<file path="config.mk">
export PLATFORM = sky130hd
export DESIGN_NAME = lmc1992_rx
export DESIGN_NICKNAME = d
export VERILOG_FILES = /design/src/rtl/lmc1992_rx.sv
export SDC_FILE = /design/constraint.sdc
export NUM_CORES = 1
export LEC_CHECK = 0
export ABC_AREA = 1
export BUFFER_PORTS_ARGS = -buffer_cell sky130_fd_sc_hd__buf_2
export CAP_MARGIN = 20
export CORE_ASPECT_RATIO = 1.25
export CORE_MARGIN = 8
export CORE_UTILIZATION = 35
export CTS_BUF_LIST = sky130_fd_sc_hd__clkbuf_8
export DETAILED_ROUTE_END_ITERATION = 8
export HOLD_SLACK_MARGIN = 0.15
export PLACE_DENSITY = 0.59
export SLEW_MARGIN = 10
export SYNTH_ARGS = -nofsm -noshare
export SYNTH_HDL_FRONTEND = slang
export SYNTH_SLANG_ARGS = --single-unit
export TNS_END_PERCENT = 30
</file>
<file path="constraint.sdc">
create_clock -name clk32 -period 2 [get_ports clk32]
set_clock_uncertainty 0.2 [all_clocks]
set_input_delay 0.3 -clock clk32 [delete_from_list [all_inputs] [get_ports clk32]]
set_output_delay 0.3 -clock clk32 [all_outputs]
set_load 0.02 [all_outputs]
</file>
<file path="src/rtl/lmc1992_rx.sv">
// Microwire receiver for an LMC1992-style tone/volume controller.
// It synchronizes the serial interface, collects 11-bit frames and applies clamped register updates.
module lmc1992_rx (
  input  logic       clk32,
  input  logic       rst,
  input  logic       mw_en,
  input  logic       mw_clk,
  input  logic       mw_data,
  output logic [5:0] master_vol,
  output logic [4:0] left_vol,
  output logic [4:0] right_vol,
  output logic [3:0] bass,
  output logic [3:0] treble,
  output logic [1:0] mixer,
  output logic       upd,
  output logic       frame_err
);

  logic [2:0]  en_sync_q,  en_sync_d;
  logic [2:0]  clk_sync_q, clk_sync_d;
  logic [1:0]  dat_sync_q, dat_sync_d;
  logic [10:0] sr_q,       sr_d;
  logic [3:0]  cnt_q,      cnt_d;
  logic [5:0]  master_q,   master_d;
  logic [4:0]  left_q,     left_d;
  logic [4:0]  right_q,    right_d;
  logic [3:0]  bass_q,     bass_d;
  logic [3:0]  treble_q,   treble_d;
  logic [1:0]  mixer_q,    mixer_d;
  logic        upd_q,      upd_d;
  logic        err_q,      err_d;

  logic        en_s2, en_s3, clk_s2, clk_s3;
  logic        en_rise, en_fall, clk_rise, frame_ok;
  logic [2:0]  func;
  logic [5:0]  data;
  logic [5:0]  clamp_tmp;

  function automatic logic [5:0] clamp_u6(input logic [5:0] v, input logic [5:0] mx);
    return (v > mx) ? mx : v;
  endfunction

  // Synchronized level is stage 2; stage 3 is the previous level for edge detection.
  assign en_s2    = en_sync_q[1];
  assign en_s3    = en_sync_q[2];
  assign clk_s2   = clk_sync_q[1];
  assign clk_s3   = clk_sync_q[2];
  assign en_rise  = en_s2 & ~en_s3;
  assign en_fall  = ~en_s2 & en_s3;
  assign clk_rise = clk_s2 & ~clk_s3;
  assign func     = sr_q[8:6];
  assign data     = sr_q[5:0];
  assign frame_ok = (cnt_q >= 4'd11) && (sr_q[10:9] == 2'b10);

  always_comb begin
    en_sync_d  = {en_sync_q[1:0], mw_en};
    clk_sync_d = {clk_sync_q[1:0], mw_clk};
    dat_sync_d = {dat_sync_q[0], mw_data};
    sr_d       = sr_q;
    cnt_d      = cnt_q;
    master_d   = master_q;
    left_d     = left_q;
    right_d    = right_q;
    bass_d     = bass_q;
    treble_d   = treble_q;
    mixer_d    = mixer_q;
    upd_d      = 1'b0;
    err_d      = 1'b0;
    clamp_tmp  = 6'd0;

    if (en_rise) begin
      sr_d  = '0;
      cnt_d = '0;
    end else if (clk_rise && en_s2) begin
      sr_d = {sr_q[9:0], dat_sync_q[1]};
      if (cnt_q != 4'd15) cnt_d = cnt_q + 4'd1;
    end

    // Frame end: decode from the shift register as it stood when mw_en fell.
    if (en_fall) begin
      if (frame_ok) begin
        upd_d = 1'b1;
        case (func)
          3'd0: mixer_d = data[1:0];
          3'd1: begin
            clamp_tmp = clamp_u6({2'b00, data[3:0]}, 6'd12);
            bass_d    = clamp_tmp[3:0];
          end
          3'd2: begin
            clamp_tmp = clamp_u6({2'b00, data[3:0]}, 6'd12);
            treble_d  = clamp_tmp[3:0];
          end
          3'd3: master_d = clamp_u6(data, 6'd40);
          3'd4: begin
            clamp_tmp = clamp_u6({1'b0, data[4:0]}, 6'd20);
            right_d   = clamp_tmp[4:0];
          end
          3'd5: begin
            clamp_tmp = clamp_u6({1'b0, data[4:0]}, 6'd20);
            left_d    = clamp_tmp[4:0];
          end
          default: ;
        endcase
      end else begin
        err_d = 1'b1;
      end
    end
  end

  always_ff @(posedge clk32) begin
    if (rst) begin
      en_sync_q  <= '0;
      clk_sync_q <= '0;
      dat_sync_q <= '0;
      sr_q       <= '0;
      cnt_q      <= '0;
      master_q   <= 6'd40;
      left_q     <= 5'd20;
      right_q    <= 5'd20;
      bass_q     <= 4'd6;
      treble_q   <= 4'd6;
      mixer_q    <= 2'd1;
      upd_q      <= 1'b0;
      err_q      <= 1'b0;
    end else begin
      en_sync_q  <= en_sync_d;
      clk_sync_q <= clk_sync_d;
      dat_sync_q <= dat_sync_d;
      sr_q       <= sr_d;
      cnt_q      <= cnt_d;
      master_q   <= master_d;
      left_q     <= left_d;
      right_q    <= right_d;
      bass_q     <= bass_d;
      treble_q   <= treble_d;
      mixer_q    <= mixer_d;
      upd_q      <= upd_d;
      err_q      <= err_d;
    end
  end

  assign master_vol = master_q;
  assign left_vol   = left_q;
  assign right_vol  = right_q;
  assign bass       = bass_q;
  assign treble     = treble_q;
  assign mixer      = mixer_q;
  assign upd        = upd_q;
  assign frame_err  = err_q;

endmodule

</file>
==> flow_metrics.env <==
export IMPL_start_util_pct=36.4
export IMPL_post_drt_wl_per_cell_um=12.3
export IMPL_stdcell_area_mm2=0.00239
export IMPL_die_h_um=100
export IMPL_reg2reg_depth=6
export IMPL_maxCapViolations=0
export IMPL_outcome="finished clean"
export IMPL_core_mm2=0.00548
export IMPL_die_area_mm2=0.00838
export IMPL_hp_start="clk_sync_q[0]$_SDFF_PP0_"
export IMPL_routabilityCongestion=0.820
export IMPL_grt_pass1_vias=1758
export IMPL_grt_max_degree=20
export IMPL_synth_area_mm2=0.00199
export IMPL_path_max_fanout=9
export IMPL_whs_endpoint="clk_sync_q[1]$_SDFF_PP0_"
export IMPL_synthCells=259
export IMPL_final_max_slew_viol_count=0
export IMPL_io_buffers=32
export IMPL_ir_worst_vdd_mv=0.428
export IMPL_critPathKind="reg2reg"
export IMPL_final_fill_count=586
export IMPL_cts_resized=0
export IMPL_setup_violations=0
export IMPL_drtIter0Drc=151
export IMPL_tritoncts="built"
export IMPL_rsz0062_at_grt="no"
export IMPL_antenna_cells=0
export IMPL_startpoint="cnt_q[0]$_SDFFE_PP0P_"
export IMPL_drt_pass1_iter_count=4
export IMPL_rows=30
export IMPL_final_setup_tns_ns=0
export IMPL_grt_pass1_wl_um=7780
export IMPL_powerDensity_mw_per_mm2=722
export IMPL_syn_area_per_cell_um2=7.70
export IMPL_grt_ovfl_total=0
export IMPL_cts_setup_buffers=0
export IMPL_drive_gt1_share_pct=18.2
export IMPL_end_kind="flop"
export IMPL_finalWirelength_um=4490
export IMPL_clock_latency_ns=0.30
export IMPL_boundaryPins=33
export IMPL_via_per_inst=4.77
export IMPL_start_kind="flop"
export IMPL_syn_nets=265
export IMPL_r2r_end="right_vol[2]$_SDFFE_PP1P_"
export IMPL_ys_seq_elements=51
export IMPL_tightest_slew_ns=0.505
export IMPL_hpwl_um=3290
export IMPL_cts_max_level=2
export IMPL_relSlewSlack_pct=66.3
export IMPL_crit_arrival_ns=1.75
export IMPL_fmax_mhz=562
export IMPL_synth_seq_area_share_pct=51.2
export IMPL_drc=0
export IMPL_power_leakage_nw=1.08
export IMPL_numCtsBuffers=5
export IMPL_reg2reg_from="cnt_q[0]$_SDFFE_PP0P_"
export IMPL_nets=307
export IMPL_antenna_found_initial=0
export IMPL_synthDistinctLibCells=25
export IMPL_min_path_type="reg2reg"
export IMPL_clkTransAtPathRegs_ns=0.09
export IMPL_required_ns=1.97
export IMPL_whs_path_depth=2
export IMPL_placed_area_mm2=0.00222
export IMPL_num_vias=1744
export IMPL_grt_usage_pct=11.1
export IMPL_ff2ff_setup_slack_ns=0.22
export IMPL_cts_path_max_buffers=2
export IMPL_min_period_ns=1.78
export IMPL_hold_viol_final=0
export IMPL_syn_to_final_growth_pct=20.0
export IMPL_drt_antenna_violating_nets=0
export IMPL_root_buffer="clkbuf_8"
export IMPL_die_w_um=83.5
export IMPL_multi_input_area_um2=806
export IMPL_yosys_warnings=0
export IMPL_fin_crit_sh_pct=89.0
export IMPL_regArea_mm2=0.00102
export IMPL_cts_sinks=51
export IMPL_hold_ws_ns=0.206
==> cell usage after synthesis <==
cell      instances  area (um^2)
dfxtp_1          51         1020
nand2_1          47          176
nor2_1           37          139
inv_1            32          120
a21oi_1          31          155
o21ai_0          14         70.1
nand3_1          13         65.1
o211ai_1          8         60.1
clkbuf_1          4         15.0
nand2_2           3         18.8
nand4_1           2         12.5
nor2_2            2         12.5
nor3_1            2         10.0
o211ai_2          2         25.0
a21oi_2           1         8.76
buf_1             1         3.75
buf_2             1         5.00
buf_4             1         7.51
buf_6             1         11.3
ha_1              1         12.5
inv_2             1         3.75
nand3_2           1         10.0
nor3_4            1         16.3
o21a_1            1         7.51
or2_2             1         6.26
==> layout make-up <==
cell class | count | share of cell area, %
Inverter | 33 | 5.18
Timing Repair Buffer | 43 | 10.9
Sequential cell | 51 | 42.7
Clock buffer | 7 | 4.03
Multi-Input combinational cell | 167 | 33.7
Tap cell | 64 | 3.35
Clock inverter | 1 | 0.157
==> worst max path at each step <==
stage	to	slack (ns)	depth (start not counted)
after global routing	treble[1]$_SDFFE_PP1P_	0.008	6
after CTS	treble[1]$_SDFFE_PP1P_	0.12	6
after floorplan	bass[1]$_SDFFE_PP1P_	0.41	7
after global placement	right_vol[2]$_SDFFE_PP1P_	0.21	6
final	right_vol[2]$_SDFFE_PP1P_	0.22	6
after detailed placement	treble[1]$_SDFFE_PP1P_	0.14	6
==> sequential cells by signal, indices dropped and copies added (netlist names) <==
| signal | cells |
|---|---|
| clk_sync_q | 3 |
| left_vol | 5 |
| upd | 1 |
| master_vol | 6 |
| mixer | 2 |
| right_vol | 5 |
| cnt_q | 4 |
| sr_q | 11 |
| en_sync_q | 3 |
| frame_err | 1 |
| bass | 4 |
| treble | 4 |
| dat_sync_q | 2 |
==> power breakdown <==
| group | total [W] | leakage, nW | internal (W) | switching [W] |
|---|---|---|---|---|
| clock network | 0.000637 | 0.0557 | 0.000311 | 0.000326 |
| registers | 0.00103 | 0.413 | 0.00102 | 0.00000607 |
| logic | 0.0000603 | 0.611 | 0.0000242 | 0.0000361 |
| total | 0.00173 | 1.08 | 0.00136 | 0.000368 |
==> cell families after synthesis <==
| kind of cell | count (synthesis) | synth area share [%] |
|---|---|---|
| DFF | 51 | 51.2 |
| AOI/OAI and AO/OA | 57 | 16.4 |
| buffers and inverters | 41 | 8.35 |
| and+or+nand+nor | 109 | 23.4 |
| adders and majority gates | 1 | 0.628 |
==> placed cells by master (no fill, tap or decap) <==
| cell type | count |
|---|---|
| nand3_2 | 1 |
| o21ai_0 | 14 |
| o211ai_1 | 8 |
| nor2_2 | 2 |
| ha_1 | 1 |
| nor3_1 | 2 |
| nand2_2 | 3 |
| o211ai_2 | 2 |
| a21oi_2 | 1 |
| inv_2 | 1 |
| nand3_1 | 13 |
| dlygate4sd3_1 | 7 |
| buf_2 | 32 |
| nand2_1 | 47 |
| inv_1 | 33 |
| a21oi_1 | 31 |
| clkbuf_8 | 7 |
| nor3_4 | 1 |
| dfxtp_1 | 51 |
| o21a_1 | 1 |
| nor2_1 | 37 |
| nand4_1 | 2 |
| buf_4 | 4 |
| or2_2 | 1 |
==> what timing repair did <==
action,CTS,global route
endpoints found under the hold margin,8,0
hold buffers,7,0
endpoints found under the setup margin,0,4
==> worst max-delay path: stages (launching register included) <==
cell	delay (ns)
dfxtp_1	0.37
ha_1	0.24
nor2_2	0.08
nor3_4	0.32
nand2_1	0.25
nand2_1	0.11
o211ai_1	0.08
==> metrics by stage <==
stage	setup WS (ns)	power (W)	instances	utilization (%)
detailed placement	0.142	0.00111	351	40.5
global route	0.00756	0.00179	366	43.6
finish	0.220	0.00173	366	43.6
floorplan	0.413	0.00109	259	-
CTS	0.122	0.00174	366	43.6
global placement	0.206	0.00110	351	40.5
==> routing by layer <==
layer / share of wire [%] / vias up / wire [um] / global-route usage, %
li1: - / 919 / - / -
met1: 44 / 797 / 2000 / 11.1
met4: 0.87 / 0 / 39 / 3.73
met2: 50 / 24 / 2230 / 20.3
met3: 5.0 / 4 / 225 / 4.29
met5: 0 / - / 0 / 0
Power figures use the tool's default switching activity.
